==> config.mk <==
export PLATFORM = sky130hd
export DESIGN_NAME = alu_dest_demux
export DESIGN_NICKNAME = d
export VERILOG_FILES = /design/src/rtl/alu_dest_demux_pkg.sv /design/src/rtl/alu_dest_demux_idx_counter.sv /design/src/rtl/alu_dest_demux.sv
export SDC_FILE = /design/constraint.sdc
export NUM_CORES = 1
export LEC_CHECK = 0
export ABC_AREA = 1
export BUFFER_PORTS_ARGS = -buffer_cell sky130_fd_sc_hd__buf_2
export CORE_ASPECT_RATIO = 1.1
export CORE_MARGIN = 3
export CORE_UTILIZATION = 55
export CTS_BUF_LIST = sky130_fd_sc_hd__clkbuf_4 sky130_fd_sc_hd__clkbuf_8
export CTS_CLUSTER_SIZE = 12
export DETAILED_ROUTE_END_ITERATION = 8
export PLACE_DENSITY_LB_ADDON = 0.3
export SYNTH_ARGS = -nofsm -noshare
export SYNTH_HDL_FRONTEND = slang
export SYNTH_SLANG_ARGS = --single-unit
==> constraint.sdc <==
create_clock -name clk -period 1.6 [get_ports clk]
set_input_delay 0.16 -clock clk [delete_from_list [all_inputs] [get_ports clk]]
set_output_delay 0.16 -clock clk [all_outputs]
set_load 0.01 [all_outputs]
==> src/rtl/alu_dest_demux_pkg.sv <==
// alu_dest_demux_pkg: shared datapath width and destination codes for the ALU operand mux and write-back demux
package alu_dest_demux_pkg;
  localparam int DEF_WIDTH = 16;
  localparam logic [2:0] DST_NONE = 3'b000;
  localparam logic [2:0] DST_AC   = 3'b001;
  localparam logic [2:0] DST_IDX  = 3'b010;
  localparam logic [2:0] DST_IDY  = 3'b011;
  localparam logic [2:0] DST_R1   = 3'b100;
  localparam logic [2:0] DST_R5   = 3'b101;
endpackage

==> src/rtl/alu_dest_demux_idx_counter.sv <==
// idx_counter: index register with priority load and wrapping increment
module idx_counter #(
  parameter int WIDTH = 16,
  parameter int INC_STEP = 1
) (
  input  logic             clk,
  input  logic             rst_n,
  input  logic             ld,
  input  logic [WIDTH-1:0] ld_val,
  input  logic             inc,
  output logic [WIDTH-1:0] q
);
  always_ff @(posedge clk or negedge rst_n)
    if (!rst_n) q <= '0;
    else q <= ld ? ld_val : inc ? q + WIDTH'(INC_STEP) : q;
endmodule

==> src/rtl/alu_dest_demux.sv <==
// alu_dest_demux: two-stage capture/commit write-back of the ALU bus into AC, R1, R5, IDX, IDY
module alu_dest_demux
  import alu_dest_demux_pkg::*;
#(
  parameter int WIDTH = DEF_WIDTH,
  parameter int INC_STEP = 1
) (
  input  logic             clk,
  input  logic             rst_n,
  input  logic [WIDTH-1:0] ALUOUT_,
  input  logic [2:0]       DEMUX,
  input  logic             wr_en,
  input  logic             inc_x,
  input  logic             inc_y,
  output logic [WIDTH-1:0] AC_,
  output logic [WIDTH-1:0] R1_,
  output logic [WIDTH-1:0] R5_,
  output logic [WIDTH-1:0] IDX_,
  output logic [WIDTH-1:0] IDY_,
  output logic             busy,
  output logic             zero,
  output logic             err
);
  logic             st_vld;
  logic [2:0]       st_dst;
  logic [WIDTH-1:0] st_dat;
  logic             cap, ill;
  assign cap  = wr_en && DEMUX != DST_NONE && DEMUX[2:1] != 2'b11;
  assign ill  = wr_en && DEMUX[2:1] == 2'b11;
  assign busy = st_vld;
  always_ff @(posedge clk or negedge rst_n)
    if (!rst_n) begin
      st_vld <= 1'b0;
      st_dst <= DST_NONE;
      st_dat <= '0;
      err    <= 1'b0;
      zero   <= 1'b0;
      AC_    <= '0;
      R1_    <= '0;
      R5_    <= '0;
    end else begin
      st_vld <= cap;
      err    <= ill;
      if (cap) begin
        st_dst <= DEMUX;
        st_dat <= ALUOUT_;
      end
      if (st_vld) zero <= st_dat == '0;
      if (st_vld && st_dst == DST_AC) AC_ <= st_dat;
      if (st_vld && st_dst == DST_R1) R1_ <= st_dat;
      if (st_vld && st_dst == DST_R5) R5_ <= st_dat;
    end
  // a commit load takes priority over a same-edge increment inside the counter
  idx_counter #(.WIDTH(WIDTH), .INC_STEP(INC_STEP)) u_idx (
    .clk(clk), .rst_n(rst_n), .ld(st_vld && st_dst == DST_IDX),
    .ld_val(st_dat), .inc(inc_x), .q(IDX_)
  );
  idx_counter #(.WIDTH(WIDTH), .INC_STEP(INC_STEP)) u_idy (
    .clk(clk), .rst_n(rst_n), .ld(st_vld && st_dst == DST_IDY),
    .ld_val(st_dat), .inc(inc_y), .q(IDY_)
  );
endmodule
Yosys cells after proc, flatten, opt, wreduce, memory -nomap -nowiden
Cells that the tools add are included.

storage, ports and cells
  RAM bits = 0
  bits in latches = 0
  input port bits = 24
  memories = 0
  memory bits (read-only) = 0
  register bits after elaboration = 102

cells by class
  shift operators = 0
  $lt $le $gt $ge = 0
  divide/modulo/power cells = 0
  $mul = 0
  equality and inequality tests = 7
  add/subtract/negate cells = 2
  bitwise logic cells = 0
  muxes and demuxes = 4
  reductions and logical operators = 12

operator list
  cell                                                              number
  16-bit two-way mux                                                4
  16-bit by 1-bit adder with 16-bit output (second input constant)  2
  16-bit zero test                                                  1
  1-bit logical AND                                                 8
  3-bit by 2-bit == test with 1-bit output (second input constant)  2
  3-bit == test (second input constant)                             2
  2-bit nonzero test                                                2
  3-bit by 1-bit == test with 1-bit output (second input constant)  1
  3-bit nonzero test                                                1
  2-bit == test (second input constant)                             1
  2-bit inequality test (second input constant)                     1

Depth between registers and ports, before layout
  word-level depth = 3
  mapped depth = 9
  mapped depth without buffers = 8

Hierarchy
From an unflattened synthesis, not the netlist that was laid out.

second synthesis, totals
  cells, all modules = 568
  area total of the unflattened synthesis = 4992.3 um2

modules (own cells, without submodules)
  module          sequential area each (um2)  instances  cells each  area each (um2)
  alu_dest_demux  1751.7                      1          286         2922.8
  idx_counter     400.4                       2          141         1034.7

Least setup slack after synthesis
Ideal clock, no wire load.

  path type = register to register
  start = register u_idx.q[0]
  end = register u_idx.q[14]
  data arrival time = 1184 ps
  cell stages (with the launch flop) = 9
  path slack = 300 ps
  clock period less this slack = 1300 ps
  buffers on the path = 0
  cell sequence = dfrtp_1 -> ha_1 -> nand3_1 -> nor2_1 -> nand3_1 -> nand2_1 -> nand2_1 -> nand2_1 -> nand2_1

on the way
  longest elaborated chain between the ends = 3

RTL lines
  element                                   RTL line                          source
  from (decl)                               alu_dest_demux_idx_counter.sv:11  output logic [WIDTH-1:0] q
  from (signal assigned)                    alu_dest_demux_idx_counter.sv:15  else q <= ld ? ld_val : inc ? q + WIDTH'(INC_STEP) : q;
  16-bit by 1-bit adder with 16-bit output  alu_dest_demux_idx_counter.sv:15
  16-bit two-way mux (2 in series)          alu_dest_demux_idx_counter.sv:15

No other way between the ends. The select of a mux whose other input is x is not followed.
A chain may end at the register's enable or synchronous reset.

Worst setup path after layout
Ends and elaborated chain as after synthesis.

==> qor.yml <==
criticalPathCategory: "reg -> reg"
clk_pin_slew_ns: 0.10
cts_max_level: 3
tightest_slew_ns: 0.326
ys_top_cells_by_area: "dfrtp_1, nand2_1, o21ai_0"
hpwl_um: 9120
ys.warnings.count: 0
die_h_um: 104
cts_made_buffers: 9
wl_um: 12200
antenna_found_initial: 0
grt_pass1_wl_um: 21100
syn_area_per_cell_um2: 8.07
clock-root-buffer: "clkbuf_8"
clock_skew_ns: 0.0121
start_util_pct: 57.0
critPathArrivalTime_ns: 1.70
ios: 107
post-route-cell-area_mm2: 0.00581
ir_drop_uv: 912
wl_per_cell_um: 14.7
clkLatencyLatePin_ns: 0.37
ctsResizeCount: 0
num_antenna_cells: 0
max_freq_mhz: 702
num_rows: 35
cts.path.max_buffers: 2
finalSetupViolCount: 0
p_per_area_mw_per_mm2: 1480
cp_max_fo: 6
yosysTopAreaCell: "dfrtp_1"
synth_area_mm2: 0.00482
ys_seq_area_share_pct: 53.0
clock-sinks: 102
status: "completed"
cts_tree: "done"
drt_first_pass_iters: 5
cts_setup_buffers: 0
end_kind: "register"
slew_headroom_pct: 78.2
fin_crit_sh_pct: 89.0
netlist.area_leader.share_pct: 53.0
maxSlewViolCount: 0
drive_above_1_share_pct: 20.4
grt_use_total_pct: 26.9
vias_per_cell: 5.33
grt_overflow: 0
coreArea_mm2: 0.00845
vias: 4444
grt_pass1_vias: 4422
period_needed_ns: 1.42
p_leak_nw: 3.06
hold_viol: 0
place_area_mm2: 0.00549
drt_iter0_drc: 228
ys.flop_type: "dfrtp_1"
die_w_um: 95.2
fin_setup_tns_ns: 0
fin_nets: 743
port_buffers: 106
max_cap_violations: 0
grt_max_degree: 52
synth-seq-cells: 102
syn_inst: 597
synth_async_sr_flop_share_pct: 100
synth_nets: 623
rsz0062_at_grt: "no"
area_growth_syn_to_layout_pct: 20.6
crit_required_ns: 1.87
synth-edff-count: 0
cp-start-kind: "register"
gp_congestion: 0.910
synth_cell_types: 26
die_area_mm2: 0.00992
ant_nets: 0
route.detailed.drc: 0
hp-class: "in -> reg"
[report_power, final]
part,internal [mW],total (mW),switching (mW)
Combinational,1.17,2.82,1.65
Sequential,3.42,4.18,0.758
Clock,0.606,1.59,0.985
Total,5.19,8.58,3.39
[placed cells by master, fill, tap and decap left out]
cell,count
xor2_1,9
nand3_4,2
a21oi_1,4
o21bai_1,2
inv_8,2
nand3_1,44
buf_4,2
clkbuf_8,9
clkinv_2,2
buf_12,5
clkinv_4,1
inv_6,3
inv_1,76
nor3_1,1
nand2_2,5
nand4_1,9
buf_2,105
o21ai_2,3
dlygate4sd3_1,13
nand2_1,190
nor2_1,28
o211ai_1,6
nor2_4,1
o21ai_1,18
inv_4,1
inv_2,4
o21ai_0,71
dfrtp_1,102
nor2_2,1
ha_1,2
nand2_4,1
[flip-flops by register name, indices dropped and copies added, names as in the netlist]
name / count
R5_: 16
st_dst: 3
u_idx.q: 16
AC_: 16
st_dat: 16
err: 1
zero: 1
busy: 1
R1_: 16
u_idy.q: 16
[worst max-delay path, stage by stage (launching register included)]
cell and delay, ns:
dfrtp_1 0.44, ha_1 0.20, nand3_1 0.13, nor2_1 0.24, nand3_1 0.10, nand2_1 0.07
nand2_1 0.05, nand2_1 0.05, nand2_1 0.05
[cells in the mapped netlist, drive strengths merged (4+ instances only)]
cell type / number
dfrtp: 102
xor2: 9
buf: 14
a21oi: 4
nand4: 9
o21ai: 92
nand3: 46
inv: 81
nand2: 196
nor2: 30
o211ai: 6
[cells by family after synthesis]
group                    after synthesis  synth area share [%]
AND/OR/NAND/NOR                      282                  24.8
AO/OA/AOI/OAI                        104                  11.5
flip-flops                           102                  53.0
buffers and inverters                 98                  8.60
XOR/XNOR                               9                  1.64
adder cells (fa/ha/maj)                2                 0.519
[final cells by class]
cell class              count  area, µm²
fillers                   699       2640
flip-flops and latches    102       2550
multi-input cells         397       1850
repair buffers            125        771
inverters                  82        312
well taps                 111        139
clock buffers               9        124
clock inverters             7       62.6
[worst paths after layout]
path | startpoint | to | depth (start not counted) | slack [ns]
max reg2reg | u_idx.q[0] | u_idx.q[14] | 8 | 0.18
min in group asynchronous | rst_n | u_idx.q[15] | 2 | 0.21
max in group asynchronous | rst_n | AC_[11] | 3 | 0.84
min reg2reg | AC_[1] | AC_[1] | 2 | 0.50
max | u_idx.q[0] | u_idx.q[14] | 8 | 0.18
min | ALUOUT_[7] | st_dat[7] | 3 | 0.01
[stage by stage]
stage                     util [%]  setup WS (ns)  total power, mW  instances  hold slack, ns
after floorplan                  -          0.300             5.66        597          -0.136
after global placement        65.0          0.206             6.90        804          0.0743
after detailed placement      65.0          0.167             7.02        804          0.0718
after CTS                     68.7          0.158             8.63        833         0.00550
after global routing          68.7         0.0193             9.22        833          0.0187
final                         68.7          0.176             8.58        833          0.0116
[routing by layer]
metal | vias up | GRT usage (%) | wire length (µm)
li1 | 2126 | - | -
met1 | 2114 | 36.8 | 5100
met2 | 176 | 42.5 | 5830
met3 | 28 | 4.27 | 972
met4 | 0 | 11.0 | 337
met5 | - | 0 | 0
[timing repair]
item | in CTS | in global routing
setup endpoints to repair | 0 | 0
endpoints found under the hold margin | 63 | 0
hold buffers | 13 | 0
Note: power is estimated with default switching activity, not from simulation.
